**config.mk**
```make
export PLATFORM = sky130hd
export DESIGN_NAME = forward_ctrl_unit_flat
export DESIGN_NICKNAME = d
export VERILOG_FILES = /design/src/rtl/fwd_pkg.sv /design/src/rtl/forward_ctrl_unit_if.sv /design/src/rtl/fwd_match.sv /design/src/rtl/forward_ctrl_unit.sv /design/src/flat_wrapper.sv
export SDC_FILE = /design/constraint.sdc
export NUM_CORES = 1
export LEC_CHECK = 0
export ABC_AREA = 1
export BUFFER_PORTS_ARGS = -buffer_cell sky130_fd_sc_hd__buf_4
export CORE_MARGIN = 4
export CORE_UTILIZATION = 55
export DETAILED_ROUTE_END_ITERATION = 6
export GPL_ROUTABILITY_DRIVEN = 0
export PLACE_DENSITY = 0.79
export SYNTH_ARGS = -nofsm -noshare
export SYNTH_HDL_FRONTEND = slang
export SYNTH_HIERARCHICAL = 1
export SYNTH_SLANG_ARGS = --single-unit
```
**constraint.sdc**
```tcl
create_clock -name clk -period 2.25 [get_ports clk]
set_input_delay 0.675 -clock clk [delete_from_list [all_inputs] [get_ports clk]]
set_output_delay 0.675 -clock clk [all_outputs]
set_load 0.02 [all_outputs]
```
**src/rtl/fwd_pkg.sv**
```systemverilog
// Shared types and constants for the operand-forwarding control unit.
// The STALL_COUNT_EN build option is handled in the interface and the top module.
package fwd_pkg;

    localparam int AW = 5;

    localparam logic [1:0] SEL_RF = 2'b00;
    localparam logic [1:0] SEL_EX = 2'b01;
    localparam logic [1:0] SEL_DM = 2'b10;
    localparam logic [1:0] SEL_WB = 2'b11;

    typedef struct packed {
        logic          vld;
        logic          we;
        logic          ld;
        logic [AW-1:0] rw;
    } stage_t;

    localparam stage_t STAGE_EMPTY = '0;

endpackage

```
**src/rtl/forward_ctrl_unit_if.sv**
```systemverilog
// Decode-slot info and operand-select results exchanged with the forwarding unit.
// STALL_COUNT_EN adds the stall_count observation bus.
interface forward_ctrl_unit_if;
    import fwd_pkg::*;

    logic          id_valid;
    logic [AW-1:0] RA;
    logic [AW-1:0] RB;
    logic [AW-1:0] RW_id;
    logic          we_id;
    logic          load_id;
    logic          imm_sel_id;
    logic          flush;
    logic [1:0]    mux_sel_A;
    logic [1:0]    mux_sel_B;
    logic          imm_sel;
    logic          stall;
`ifdef STALL_COUNT_EN
    logic [15:0]   stall_count;

    modport master (
        output id_valid, RA, RB, RW_id, we_id, load_id, imm_sel_id, flush,
        input  mux_sel_A, mux_sel_B, imm_sel, stall, stall_count
    );
    modport slave (
        input  id_valid, RA, RB, RW_id, we_id, load_id, imm_sel_id, flush,
        output mux_sel_A, mux_sel_B, imm_sel, stall, stall_count
    );
`else
    modport master (
        output id_valid, RA, RB, RW_id, we_id, load_id, imm_sel_id, flush,
        input  mux_sel_A, mux_sel_B, imm_sel, stall
    );
    modport slave (
        input  id_valid, RA, RB, RW_id, we_id, load_id, imm_sel_id, flush,
        output mux_sel_A, mux_sel_B, imm_sel, stall
    );
`endif

endinterface

```
**src/rtl/fwd_match.sv**
```systemverilog
// Compares one source register against the destination held by one pipeline stage.
module fwd_match
    import fwd_pkg::*;
#(
    parameter bit R0_ZERO = 1'b1
) (
    input  logic [AW-1:0] r,
    input  stage_t        st,
    output logic          hit
);

    logic r_is_zero;
    logic unused_ld;

    assign r_is_zero = (r == '0);
    assign hit       = st.vld & st.we & (st.rw == r) & ~(R0_ZERO & r_is_zero);

    // The load flag only matters for the EX instance, which the top reads directly.
    assign unused_ld = st.ld;

endmodule

```
**src/rtl/forward_ctrl_unit.sv**
```systemverilog
// Forwarding-mux select and load-use stall generation for the decode stage.
// Define STALL_COUNT_EN to add a saturating 16-bit stall_count on the interface.
module forward_ctrl_unit
    import fwd_pkg::*;
#(
    parameter bit R0_ZERO = 1'b1
) (
    input logic               clk,
    input logic               rst_n,
    forward_ctrl_unit_if.slave bus
);

    stage_t ex_q, dm_q, wb_q;
    stage_t id_info;
    logic   hit_a_ex, hit_a_dm, hit_a_wb;
    logic   hit_b_ex, hit_b_dm, hit_b_wb;
    logic   stall_int;
    logic [1:0] sel_a, sel_b;
    logic   imm_out, stall_out;

    fwd_match #(.R0_ZERO(R0_ZERO)) u_a_ex (.r(bus.RA), .st(ex_q), .hit(hit_a_ex));
    fwd_match #(.R0_ZERO(R0_ZERO)) u_a_dm (.r(bus.RA), .st(dm_q), .hit(hit_a_dm));
    fwd_match #(.R0_ZERO(R0_ZERO)) u_a_wb (.r(bus.RA), .st(wb_q), .hit(hit_a_wb));
    fwd_match #(.R0_ZERO(R0_ZERO)) u_b_ex (.r(bus.RB), .st(ex_q), .hit(hit_b_ex));
    fwd_match #(.R0_ZERO(R0_ZERO)) u_b_dm (.r(bus.RB), .st(dm_q), .hit(hit_b_dm));
    fwd_match #(.R0_ZERO(R0_ZERO)) u_b_wb (.r(bus.RB), .st(wb_q), .hit(hit_b_wb));

    function automatic logic [1:0] pick_src(input logic ex, input logic dm, input logic wb);
        if (ex)      return SEL_EX;
        else if (dm) return SEL_DM;
        else if (wb) return SEL_WB;
        else         return SEL_RF;
    endfunction

    assign stall_int = bus.id_valid & ~bus.flush & ex_q.ld &
                       (hit_a_ex | (~bus.imm_sel_id & hit_b_ex));

    // A stalled or flushed decode slot enters EX as a bubble.
    always_comb begin
        id_info     = STAGE_EMPTY;
        id_info.vld = bus.id_valid & ~stall_int & ~bus.flush;
        id_info.we  = bus.we_id;
        id_info.ld  = bus.load_id & id_info.vld;
        id_info.rw  = bus.RW_id;
    end

    always_ff @(posedge clk or negedge rst_n) begin
        if (!rst_n) begin
            ex_q <= STAGE_EMPTY;
            dm_q <= STAGE_EMPTY;
            wb_q <= STAGE_EMPTY;
        end else begin
            ex_q <= id_info;
            dm_q <= ex_q;
            wb_q <= dm_q;
        end
    end

    // Outputs are forced low for the whole time reset is asserted, not just after the edge.
    always_comb begin
        sel_a     = SEL_RF;
        sel_b     = SEL_RF;
        imm_out   = 1'b0;
        stall_out = 1'b0;
        if (rst_n && bus.id_valid) begin
            sel_a     = pick_src(hit_a_ex, hit_a_dm, hit_a_wb);
            sel_b     = bus.imm_sel_id ? SEL_RF : pick_src(hit_b_ex, hit_b_dm, hit_b_wb);
            imm_out   = bus.imm_sel_id;
            stall_out = stall_int;
        end
    end

    assign bus.mux_sel_A = sel_a;
    assign bus.mux_sel_B = sel_b;
    assign bus.imm_sel   = imm_out;
    assign bus.stall     = stall_out;

`ifdef STALL_COUNT_EN
    logic [15:0] stall_cnt_q;

    always_ff @(posedge clk or negedge rst_n) begin
        if (!rst_n) begin
            stall_cnt_q <= '0;
        end else if (stall_int && stall_cnt_q != 16'hFFFF) begin
            stall_cnt_q <= stall_cnt_q + 16'd1;
        end
    end

    assign bus.stall_count = stall_cnt_q;
`endif

endmodule

```
**src/flat_wrapper.sv**
```systemverilog
// flat-port wrapper written by rule: the top's interface ports become plain ports
module forward_ctrl_unit_flat import fwd_pkg::*;
#(
    parameter bit R0_ZERO = 1'b1
)
  (clk, rst_n, bus_id_valid, bus_RA, bus_RB, bus_RW_id, bus_we_id, bus_load_id, bus_imm_sel_id, bus_flush, bus_mux_sel_A, bus_mux_sel_B, bus_imm_sel, bus_stall);
  forward_ctrl_unit_if bus_i ();
  input logic clk;
  input logic rst_n;
  input wire logic [$bits(bus_i.id_valid)-1:0] bus_id_valid;
  input wire logic [$bits(bus_i.RA)-1:0] bus_RA;
  input wire logic [$bits(bus_i.RB)-1:0] bus_RB;
  input wire logic [$bits(bus_i.RW_id)-1:0] bus_RW_id;
  input wire logic [$bits(bus_i.we_id)-1:0] bus_we_id;
  input wire logic [$bits(bus_i.load_id)-1:0] bus_load_id;
  input wire logic [$bits(bus_i.imm_sel_id)-1:0] bus_imm_sel_id;
  input wire logic [$bits(bus_i.flush)-1:0] bus_flush;
  output wire logic [$bits(bus_i.mux_sel_A)-1:0] bus_mux_sel_A;
  output wire logic [$bits(bus_i.mux_sel_B)-1:0] bus_mux_sel_B;
  output wire logic [$bits(bus_i.imm_sel)-1:0] bus_imm_sel;
  output wire logic [$bits(bus_i.stall)-1:0] bus_stall;
  assign bus_i.id_valid = bus_id_valid;
  assign bus_i.RA = bus_RA;
  assign bus_i.RB = bus_RB;
  assign bus_i.RW_id = bus_RW_id;
  assign bus_i.we_id = bus_we_id;
  assign bus_i.load_id = bus_load_id;
  assign bus_i.imm_sel_id = bus_imm_sel_id;
  assign bus_i.flush = bus_flush;
  assign bus_mux_sel_A = bus_i.mux_sel_A;
  assign bus_mux_sel_B = bus_i.mux_sel_B;
  assign bus_imm_sel = bus_i.imm_sel;
  assign bus_stall = bus_i.stall;
  forward_ctrl_unit #(.R0_ZERO(R0_ZERO)) u_core (.clk(clk), .rst_n(rst_n), .bus(bus_i));
endmodule
```
==> results.cfg <==
[floorplan]
core-area_mm2 = 0.00248
ioPinCount = 28
die-area_mm2 = 0.00347
num_rows = 18
die_w_um = 58.9
die_h_um = 58.9
start_util_pct = 57.6

[timing]
fmax_ghz = 0.416
worstMarginPinSlew_ns = 0.261
finalCritPeriodShare_pct = 107
skew_ns = 0.0195
drv_slew = 0
rsz0062_at_grt = yes
setup_viol_count_final = 5
final.setup.worst_slack_ns = -0.153
slew-limit-headroom_pct = 82.6
hold_viol = 0
fin_crit_ns = 2.40

[layout]
ff_latch_area_um2 = 556
areaGrowthSynthToFinish_pct = 41.5
drive_gt1_share_pct = 33.9
multi_input_area_um2 = 716
antenna_cells = 0
nFillCells = 166
final_cells = 319
final_nets = 312
utilization_pct = 81.5

[pwr]
p_per_area_mw_per_mm2 = 461
p_leak_nw = 1.20
power.total_w = 0.000931
peakVddDrop_mv = 0.494

[clock_tree]
holdBufCountCts = 0
cts_buffers = 3
ctsRootBufferMaster = clkbuf_4
insertion_delay_ns = 0.31
clock-sinks = 22
cts_max_path_buffers = 2
cts_tree = done
cts_htree_levels = 1
clkSlewWorstSetupHoldPaths_ns = 0.13

[setup_path]
cp.arrival_ns = 1.73
required_ns = 1.57
start_kind = primary input
critPathKind = in2out
cp_max_fo = 9
cp_slowest_stage_delay_ns = 0.15
rr_worst_depth = 17
cpLargestDelayFamily = simple AND/OR/NAND/NOR gates
path_depth = 12
cp-end-kind = output pin
crit_slowest_cell = buf_4
crit_buf_inv = 4
crit_chain = buf_12 -> inv_1 -> nand2_1 -> nand2_1 -> nor2_2 -> nand3_2 -> nor2_2 -> clkinv_2 -> nand2_2 -> nand2_2 -> nor2_1 -> buf_4
r2r_setup_slack_ns = 0.17

[logic_synthesis]
synth_area_per_cell_um2 = 5.87
yosysWarningCount = 6
synthCells = 243
syn-num-nets = 265
synth_area_mm2 = 0.00143

[detailed_routing]
drtIter0Drc = 74
vias = 1526
ant_nets = 0
drc_errors = 0
firstDrtPassIters = 4
viasPerCell = 4.78
drt_wl_total_um = 3680
post_drt_wl_per_cell_um = 11.5

[flow_run]
max_cap_viol_count = 0

[placement]
numPortBuffers = 27
placedCellCount = 307
post-place-ws_ns = -0.234
dp_hpwl_um = 2640

[global_route]
grt_overflow_total = 0
grtUsageMet3_pct = 3.07
grt_pass1_wl_um = 6070
grt_usage_pct = 23.1
antenna_found_initial = 0
grt_use_met1_pct = 27.5
grt_pass1_vias = 1466
grt_util_met2_pct = 42.7
top_usage_layer = met2
grt_max_degree = 15

[min_path]
hold_class = in2async

[outcome]
status = finished, violations left
violations = setup timing
==> power by group <==
group	switching [W]	internal (W)	leakage (nW)
registers	0.0000206	0.000416	0.258
clock network	0.000117	0.000180	0.0279
logic	0.000108	0.0000891	0.916
total	0.000246	0.000685	1.20
==> what timing repair did <==
action,in CTS,in global routing
setup buffers,8,2
resized for setup,36,32
hold endpoints to repair,0,0
pin swaps,17,26
setup endpoints to repair,5,7
==> through the flow <==
stage,TNS [ns],hold slack [ns],cell area [um2]
final,-0.548,0.164,2020
after global routing,-1.10,0.146,2020
after CTS,-0.444,0.155,1940
after detailed placement,-0.847,0.386,1720
after global placement,-0.747,0.382,1720
after floorplan,0,0.374,1430
==> path summary, 6_finish.rpt <==
| check | to | startpoint |
|---|---|---|
| max | bus_stall | bus_RA[3] |
| min | u_core/dm_q[1]$_DFF_PN0_ | rst_n |
| max reg2reg | u_core/ex_q[5]$_DFF_PN0_ | u_core/ex_q[1]$_DFF_PN0_ |
| min reg2reg | u_core/dm_q[7]$_DFF_PN0_ | u_core/ex_q[7]$_DFF_PN0_ |
| max in group asynchronous | u_core/ex_q[2]$_DFF_PN0_ | rst_n |
| min in group clk | u_core/dm_q[7]$_DFF_PN0_ | u_core/ex_q[7]$_DFF_PN0_ |
==> sequential cells by signal (all words and copies together) (netlist names) <==
register / cells
u_core/ex_q: 8
u_core/dm_q: 7
u_core/wb_q: 7
==> routing by layer <==
| metal | routed length (um) | vias up |
|---|---|---|
| met4 | 39 | 0 |
| met5 | 0 | - |
| met1 | 1430 | 703 |
| met2 | 1940 | 41 |
| met3 | 265 | 4 |
| li1 | - | 778 |
==> layout by cell type (no fill, tap or decap), types with 8 or more instances in the layout <==
master   count
inv_2       12
nand2_1     81
nand3_1      8
buf_4       29
nand2_2      9
nor2_2      13
nor2_1      20
dfrtp_1     18
inv_1       58
buf_6        9
==> area by class of cell <==
| cell class | instances | share of cell area [%] |
|---|---|---|
| inverter | 71 | 13.3 |
| timing repair buffer | 42 | 19.3 |
| clock inverter | 1 | 1.49 |
| tap | 30 | 1.86 |
| clock buffer | 3 | 1.12 |
| multi-input combinational | 150 | 35.5 |
| sequential | 22 | 27.5 |
(Power assumes the default switching activity.)
